File: src/rtl/rr_grant_scheduler.sv
// Round-robin arbiter over 8 requesters with a bounded hold time and a registered one-hot grant.
// Latency: req to gnt is 1 cycle; each release forces one idle cycle; non-owners wait and are ignored until IDLE.
module rr_grant_scheduler #(
    parameter int N_REQ    = 8,
    parameter int MAX_HOLD = 16,
    parameter int CNT_W    = 8
) (
    input  logic             clk,
    input  logic             rst_n,
    input  logic [N_REQ-1:0] req,
    output logic [N_REQ-1:0] gnt,
    output logic [2:0]       gnt_idx,
    output logic             gnt_valid,
    output logic             timeout
);

    typedef enum logic {IDLE, GRANT} state_t;

    state_t             state, state_nxt;
    logic [2:0]         ptr, ptr_nxt;
    logic [CNT_W-1:0]   hold_cnt, hold_nxt;
    logic [N_REQ-1:0]   gnt_nxt;
    logic [2:0]         idx_nxt;
    logic               timeout_nxt;
    logic [2:0]         win;
    logic [2:0]         cand;
    logic               win_found;

    // First requester at or after ptr, wrapping modulo 8.
    always_comb begin
        win       = ptr;
        win_found = 1'b0;
        cand      = ptr;
        for (int i = 0; i < N_REQ; i++) begin
            cand = ptr + 3'(i);
            if (!win_found && req[cand]) begin
                win       = cand;
                win_found = 1'b1;
            end
        end
    end

    always_comb begin
        state_nxt   = state;
        ptr_nxt     = ptr;
        hold_nxt    = hold_cnt;
        gnt_nxt     = gnt;
        idx_nxt     = gnt_idx;
        timeout_nxt = 1'b0;
        case (state)
            IDLE: begin
                if (win_found) begin
                    gnt_nxt   = N_REQ'(1) << win;
                    idx_nxt   = win;
                    hold_nxt  = CNT_W'(1);
                    state_nxt = GRANT;
                end
            end
            GRANT: begin
                // A dropped request takes priority over the hold limit, so no timeout then.
                if (!req[gnt_idx] || hold_cnt == CNT_W'(MAX_HOLD)) begin
                    timeout_nxt = req[gnt_idx];
                    gnt_nxt     = '0;
                    idx_nxt     = 3'd7;
                    ptr_nxt     = gnt_idx + 3'd1;
                    state_nxt   = IDLE;
                end else begin
                    hold_nxt = hold_cnt + CNT_W'(1);
                end
            end
            default: state_nxt = IDLE;
        endcase
    end

    always_ff @(posedge clk or negedge rst_n) begin
        if (!rst_n) begin
            state    <= IDLE;
            ptr      <= 3'd0;
            hold_cnt <= '0;
            gnt      <= '0;
            gnt_idx  <= 3'd7;
            timeout  <= 1'b0;
        end else begin
            state    <= state_nxt;
            ptr      <= ptr_nxt;
            hold_cnt <= hold_nxt;
            gnt      <= gnt_nxt;
            gnt_idx  <= idx_nxt;
            timeout  <= timeout_nxt;
        end
    end

    assign gnt_valid = |gnt;

endmodule

File: config.mk
export PLATFORM = sky130hd
export DESIGN_NAME = rr_grant_scheduler
export DESIGN_NICKNAME = d
export VERILOG_FILES = /design/src/rtl/rr_grant_scheduler.sv
export SDC_FILE = /design/constraint.sdc
export NUM_CORES = 1
export LEC_CHECK = 0
export CORE_MARGIN = 8
export CORE_UTILIZATION = 49
export DETAILED_ROUTE_END_ITERATION = 10
export PLACE_DENSITY_LB_ADDON = 0.1
export SLEW_MARGIN = 40
export SYNTH_ARGS = -nofsm -noshare
export SYNTH_HDL_FRONTEND = slang
export SYNTH_SLANG_ARGS = --single-unit
File: constraint.sdc
create_clock -name clk -period 3.9 [get_ports clk]
set_clock_uncertainty 0.2 [all_clocks]
set_input_delay 0.78 -clock clk [delete_from_list [all_inputs] [get_ports clk]]
set_output_delay 0.78 -clock clk [all_outputs]
set_load 0.005 [all_outputs]
Yosys cells after proc, flatten, opt, wreduce, memory -nomap -nowiden
Cells that the tools add are included.
Word-level totals
  register bits: 24
  word-level logic and storage cells: 97
  input bits: 10
Cells by class
  bitwise logic cells: 1
  equal/unequal tests: 4
  reduce and logical (&&, ||, !) cells: 20
  muxes and demuxes: 47
  add/sub/neg operators: 9
  shift operators: 1
  order comparisons: 9
Operators by type and width (number)
  3-bit by 4-bit less-than comparator with 1-bit output, second input constant: 9
  8-bit two-way mux: 4
  8-bit one-hot mux with 2 select lines: 2
  1-bit binary-select mux with 3-bit select: 9
  3-bit two-way mux: 9
  1-bit two-way mux: 21
  3-bit adder, second input constant: 4
  8-bit by 1-bit adder with 8-bit output, second input constant: 1
  8-bit by 5-bit == test with 1-bit output, second input constant: 1
  1-bit zero test: 8
  8-bit OR reduction: 1
  1-bit by 3-bit << shifter with 8-bit output, first input constant: 1
  1-bit logical AND: 7
  3-bit by 1-bit adder with 3-bit output, second input constant: 2
  3-bit by 2-bit adder with 3-bit output, second input constant: 2
  3-bit one-hot mux with 2 select lines: 1
  2-bit AND reduction: 3
  2-bit != test, second input constant: 2
  2-bit by 1-bit != test with 1-bit output, second input constant: 1
  1-bit one-hot mux with 2 select lines: 1
  1-bit logical OR: 1
  1-bit NOT: 1

Depth between registers and ports, before layout
  word-level depth: 27
  gate-level depth with buffers: 13
  mapped depth without buffers: 10

Worst setup path after synthesis
No wires, ideal clock.
  path type: reg2reg
  from: reg ptr[0]
  to: reg gnt[4]
  required time: 3578 ps
  data arrival time: 3126 ps
  library setup time: 122 ps
  stages on the path, launching flop included: 14
  path buffers: 3
  setup slack: 452 ps
  period minus slack after synthesis: 3448 ps
  path through: dfrtp_1 buf_6 buf_6 inv_1 ha_1 buf_6 mux2i_1 mux4_2 o32ai_2 a211oi_1 a311oi_2 o21ai_2 o2bb2ai_2 a32o_1
On the way
  longest elaborated chain between the ends: 27
Ends and longest elaborated chain
  start, declared: RTL line 20  | logic [2:0] ptr, ptr_nxt;
  start signal, assigned: RTL line 85  | ptr <= ptr_nxt;
  parallel branches: the longest is 27 deep, another holds 3-bit by 1-bit adder with 3-bit output
  end signal, assigned: RTL line 87  | gnt <= gnt_nxt;
  end, declared: RTL line 11  | output logic [N_REQ-1:0] gnt,
Parallel ways; which one is timed is not known. The select of a mux whose other input is x is not followed.
A chain may end at the register's enable or synchronous reset.

Final worst setup path
  from: in req[4]
  to: reg gnt[3]
On the way
  longest elaborated chain between the ends: 27
Ends and longest elaborated chain
  start, declared: RTL line 10  | input logic [N_REQ-1:0] req,
  1-bit binary-select mux with 3-bit select: RTL line 36  | if (!win_found && req[cand]) begin
  1-bit two-way mux (implied by the code): RTL line 36
  1-bit two-way mux: RTL line 36
  1-bit zero test: RTL line 36
  1-bit logical AND: RTL line 36
  1-bit two-way mux: RTL line 36
  1-bit zero test: RTL line 36
  1-bit logical AND: RTL line 36
  (+11 left out)
  1-bit logical AND: RTL line 36
  1-bit two-way mux: RTL line 36
  1-bit zero test: RTL line 36
  1-bit logical AND: RTL line 36
  3-bit two-way mux: RTL line 36
  1-bit by 3-bit << shifter with 8-bit output: RTL line 53  | gnt_nxt = N_REQ'(1) << win;
  8-bit two-way mux: RTL line 52  | if (win_found) begin
  8-bit one-hot mux with 2 select lines: RTL line 50  | case (state)
Several ways; a longest one is shown, not always the timed one. The select of a mux whose other input is x is not followed.

==> impl_metrics.json <==
{
  "period_needed_ns": 3.53,
  "wl_per_cell_um": 18.4,
  "critPathLaunch": "req[4]",
  "final_util": 0.565,
  "worstReg2RegStart": "ptr[1]",
  "ys_warn_count": 0,
  "hp-class": "input pin to asynchronous set/reset pin",
  "grt_pass1_wl_um": 8420,
  "synth_seq_area_share": 0.283,
  "viasPerCell": 6.19,
  "power_frac_seq": 0.187,
  "netlist_area_mm2": 0.00213,
  "switchingPower_uw": 1190,
  "worstSetupEndpointType": "flip-flop",
  "crit_chain": "clkdlybuf4s50_1 -> mux2i_1 -> mux4_2 -> o32ai_2 -> a211oi_1 -> a311oi_2 -> o21ai_2 -> o2bb2ai_2 -> o31ai_1",
  "grt_pass1_vias": 1679,
  "die-area_mm2": 0.00672,
  "endpoint": "gnt[3]",
  "p_clk_frac": 0.062,
  "dp_hpwl_um": 4000,
  "postCtsSetupRepairBufs": 0,
  "synth.avg_cell_area_um2": 10.1,
  "top_layer_used": "met4",
  "postCtsResizedCells": 0,
  "postSynthCellCount": 212,
  "dr_wl_met3_um": 193,
  "drt_iter0_markers": 137,
  "cts.sinks": 24,
  "pwr-share-comb": 0.751,
  "fp.dieW_um": 82.0,
  "route.vias.total": 1782,
  "tns_ns": 0,
  "cts_buffer_depth": 2,
  "cts_max_level": 1,
  "cap_violations": 0,
  "synth-edff-count": 0,
  "cpMaxStageDelayCell": "clkdlybuf4s50_1",
  "synth_ff_type": "dfrtp_1",
  "ys_seq_elements": 24,
  "core_mm2": 0.00426,
  "finalSetupViolCount": 0,
  "antenna_found_initial": 0,
  "status": "finished clean",
  "design_area_mm2": 0.00241,
  "wl_met1_um": 2240,
  "grt_max_degree": 25,
  "rsz0062_at_grt": "false",
  "n_antenna_cell": 0,
  "finalHoldViolations": 0,
  "peakVddDrop_mv": 0.490,
  "drc_errors": 0,
  "start_util": 0.500,
  "path_clk_slew_ns": 0.08,
  "synth.distinct_cells": 62,
  "rrSetupSlack_ns": 0.39,
  "cp_slowest_stage_delay_ns": 0.60,
  "p_sw_frac": 0.500,
  "placed_area_mm2": 0.00236,
  "cts-root-buf": "clkbuf_8",
  "gp_congestion": 0.879,
  "wl_um": 5310,
  "holdBufCountCts": 0,
  "maxSlewHeadroom": 0.508,
  "critPathKind": "input pin to flip-flop",
  "tritoncts": "yes",
  "reg2reg_depth": 11,
  "drive_above_1_share": 0.182,
  "p_per_area_mw_per_mm2": 985,
  "worstPathArrival_ns": 3.49,
  "power.total_uw": 2370,
  "drv_slew": 0,
  "p_leak_uw": 0.000953,
  "worst_pin_slew_ns": 0.739,
  "cts_made_buffers": 3,
  "route.met2.wl_um": 2820,
  "post-route-period-util": 0.905,
  "layout.nets": 252,
  "track_usage": 0.158,
  "ant_nets": 0,
  "worst_r2r_endpoint": "gnt[3]",
  "synth_async_sr_flop_share": 1.00,
  "syn-num-nets": 227,
  "num_io_pins": 23,
  "syn_to_final_growth_pct": 12.9,
  "overflow": 0,
  "startpoint_type": "input pin",
  "dr.pass1.iters": 4,
  "crit_fanout": 9,
  "die_h_um": 82.0,
  "p_int_uw": 1190,
  "worst_ep_required_time_ns": 3.86,
  "rows": 24,
  "clkLatencyLatePin_ns": 0.26,
  "max_clock_freq_mhz": 283,
  "placement.io_buffers": 22
}
sequential cells by signal, indices dropped and copies added (netlist names):
register  cells
timeout       1
state         1
hold_cnt      8
gnt           8
ptr           3
gnt_idx       3
cell usage in the layout (no fill, tap or decap), types with 2 or more instances in the layout:
master	Yosys	routed
xnor2_1	5	5
mux4_2	7	7
inv_1	5	5
mux4_1	2	2
dfstp_2	3	3
nor4_1	2	2
nor2_1	14	14
o21ai_0	9	9
a32o_1	4	4
ha_1	5	5
nand2_1	30	30
buf_4	0	6
o31ai_1	6	6
dfrtp_1	21	21
clkbuf_8	2	3
o221ai_1	2	2
a22oi_1	2	2
a21boi_1	2	2
a21oi_1	9	9
mux2_2	7	7
nand3_1	5	5
mux2i_1	16	16
clkdlybuf4s50_1	0	21
nand4_1	2	2
nand2b_1	2	2
nor3_1	2	2
nor2b_1	2	2
xor2_1	5	5
worst min-delay path by stage:
| stage | from | to | slack, ns | cells past startpoint |
|---|---|---|---|---|
| floorplan | rst_n | gnt[0] | 0.28 | 0 |
| global placement | gnt[2] | gnt[2] | 0.30 | 2 |
| detailed placement | gnt[7] | gnt[7] | 0.31 | 2 |
| CTS | rst_n | gnt[1] | 0.30 | 1 |
| global route | rst_n | gnt[2] | 0.33 | 1 |
| finish | rst_n | gnt[6] | 0.28 | 1 |
cell usage after synthesis (2+ instances only):
| cell | n | area share |
|---|---|---|
| nand3_1 | 5 | 0.012 |
| o221ai_1 | 2 | 0.0082 |
| o31ai_1 | 6 | 0.021 |
| nand2b_1 | 2 | 0.0059 |
| xnor2_1 | 5 | 0.021 |
| mux2i_1 | 16 | 0.075 |
| nand2_1 | 30 | 0.053 |
| ha_1 | 5 | 0.029 |
| a22oi_1 | 2 | 0.0070 |
| mux2_2 | 7 | 0.037 |
| nor2_1 | 14 | 0.025 |
| mux4_1 | 2 | 0.025 |
| nor4_1 | 2 | 0.0059 |
| inv_1 | 5 | 0.0088 |
| clkbuf_8 | 2 | 0.013 |
| nand4_1 | 2 | 0.0059 |
| nor2b_1 | 2 | 0.0059 |
| buf_6 | 6 | 0.032 |
| nor3_1 | 2 | 0.0047 |
| a21oi_1 | 9 | 0.021 |
| a32o_1 | 4 | 0.019 |
| dfstp_2 | 3 | 0.037 |
| o21ai_0 | 9 | 0.021 |
| a21boi_1 | 2 | 0.0070 |
| mux4_2 | 7 | 0.074 |
| xor2_1 | 5 | 0.021 |
| dfrtp_1 | 21 | 0.25 |
kinds of logic (layout without fill, tap and decap cells):
logic type                 after synthesis  count (layout)  synth area share
muxes                                   32              32             0.211
buffers and inverters                   14              38            0.0551
AOI/OAI and AO/OA                       54              54             0.206
and+or+nand+nor                         72              72             0.167
xor gates and xnor gates                11              11            0.0487
adders and majority gates                5               5            0.0293
DFF                                     24              24             0.283
cell type report:
class	instances	area [um^2]
fill	411	1860
multi-input combinational	174	1410
sequential	24	604
timing repair buffer	28	260
tap	52	65.1
clock buffer	4	45.0
inverter	6	22.5
metrics by stage:
step / setup WS [ns] / hold WS (ns) / cells
global placement: 0.171 / 0.296 / 284
CTS: 0.410 / 0.301 / 288
floorplan: 0.452 / 0.280 / 212
finish: 0.372 / 0.281 / 288
global route: 0.153 / 0.326 / 288
detailed placement: 0.140 / 0.312 / 284
routing by layer:
layer  GRT usage  vias up
li1            -      853
met4      0.0526        0
met3      0.0175        4
met2       0.289       37
met5           0        -
met1       0.187      888
critical path: cells and delay by family:
family	cells	cell delay [ns]
buf+inv	1	0.60
mux	2	0.71
compound gates	6	1.39
power by group through the flow:
stage	Clock, uW	Sequential (uW)	Combinational, uW
2_1_floorplan	0	405	1420
3_3_place_gp	0	443	1740
3_5_place_dp	0	449	1760
4_1_cts	153	443	1780
5_1_grt	164	457	1930
6_report	148	443	1780
No activity file was read; power rests on OpenSTA's default activity.
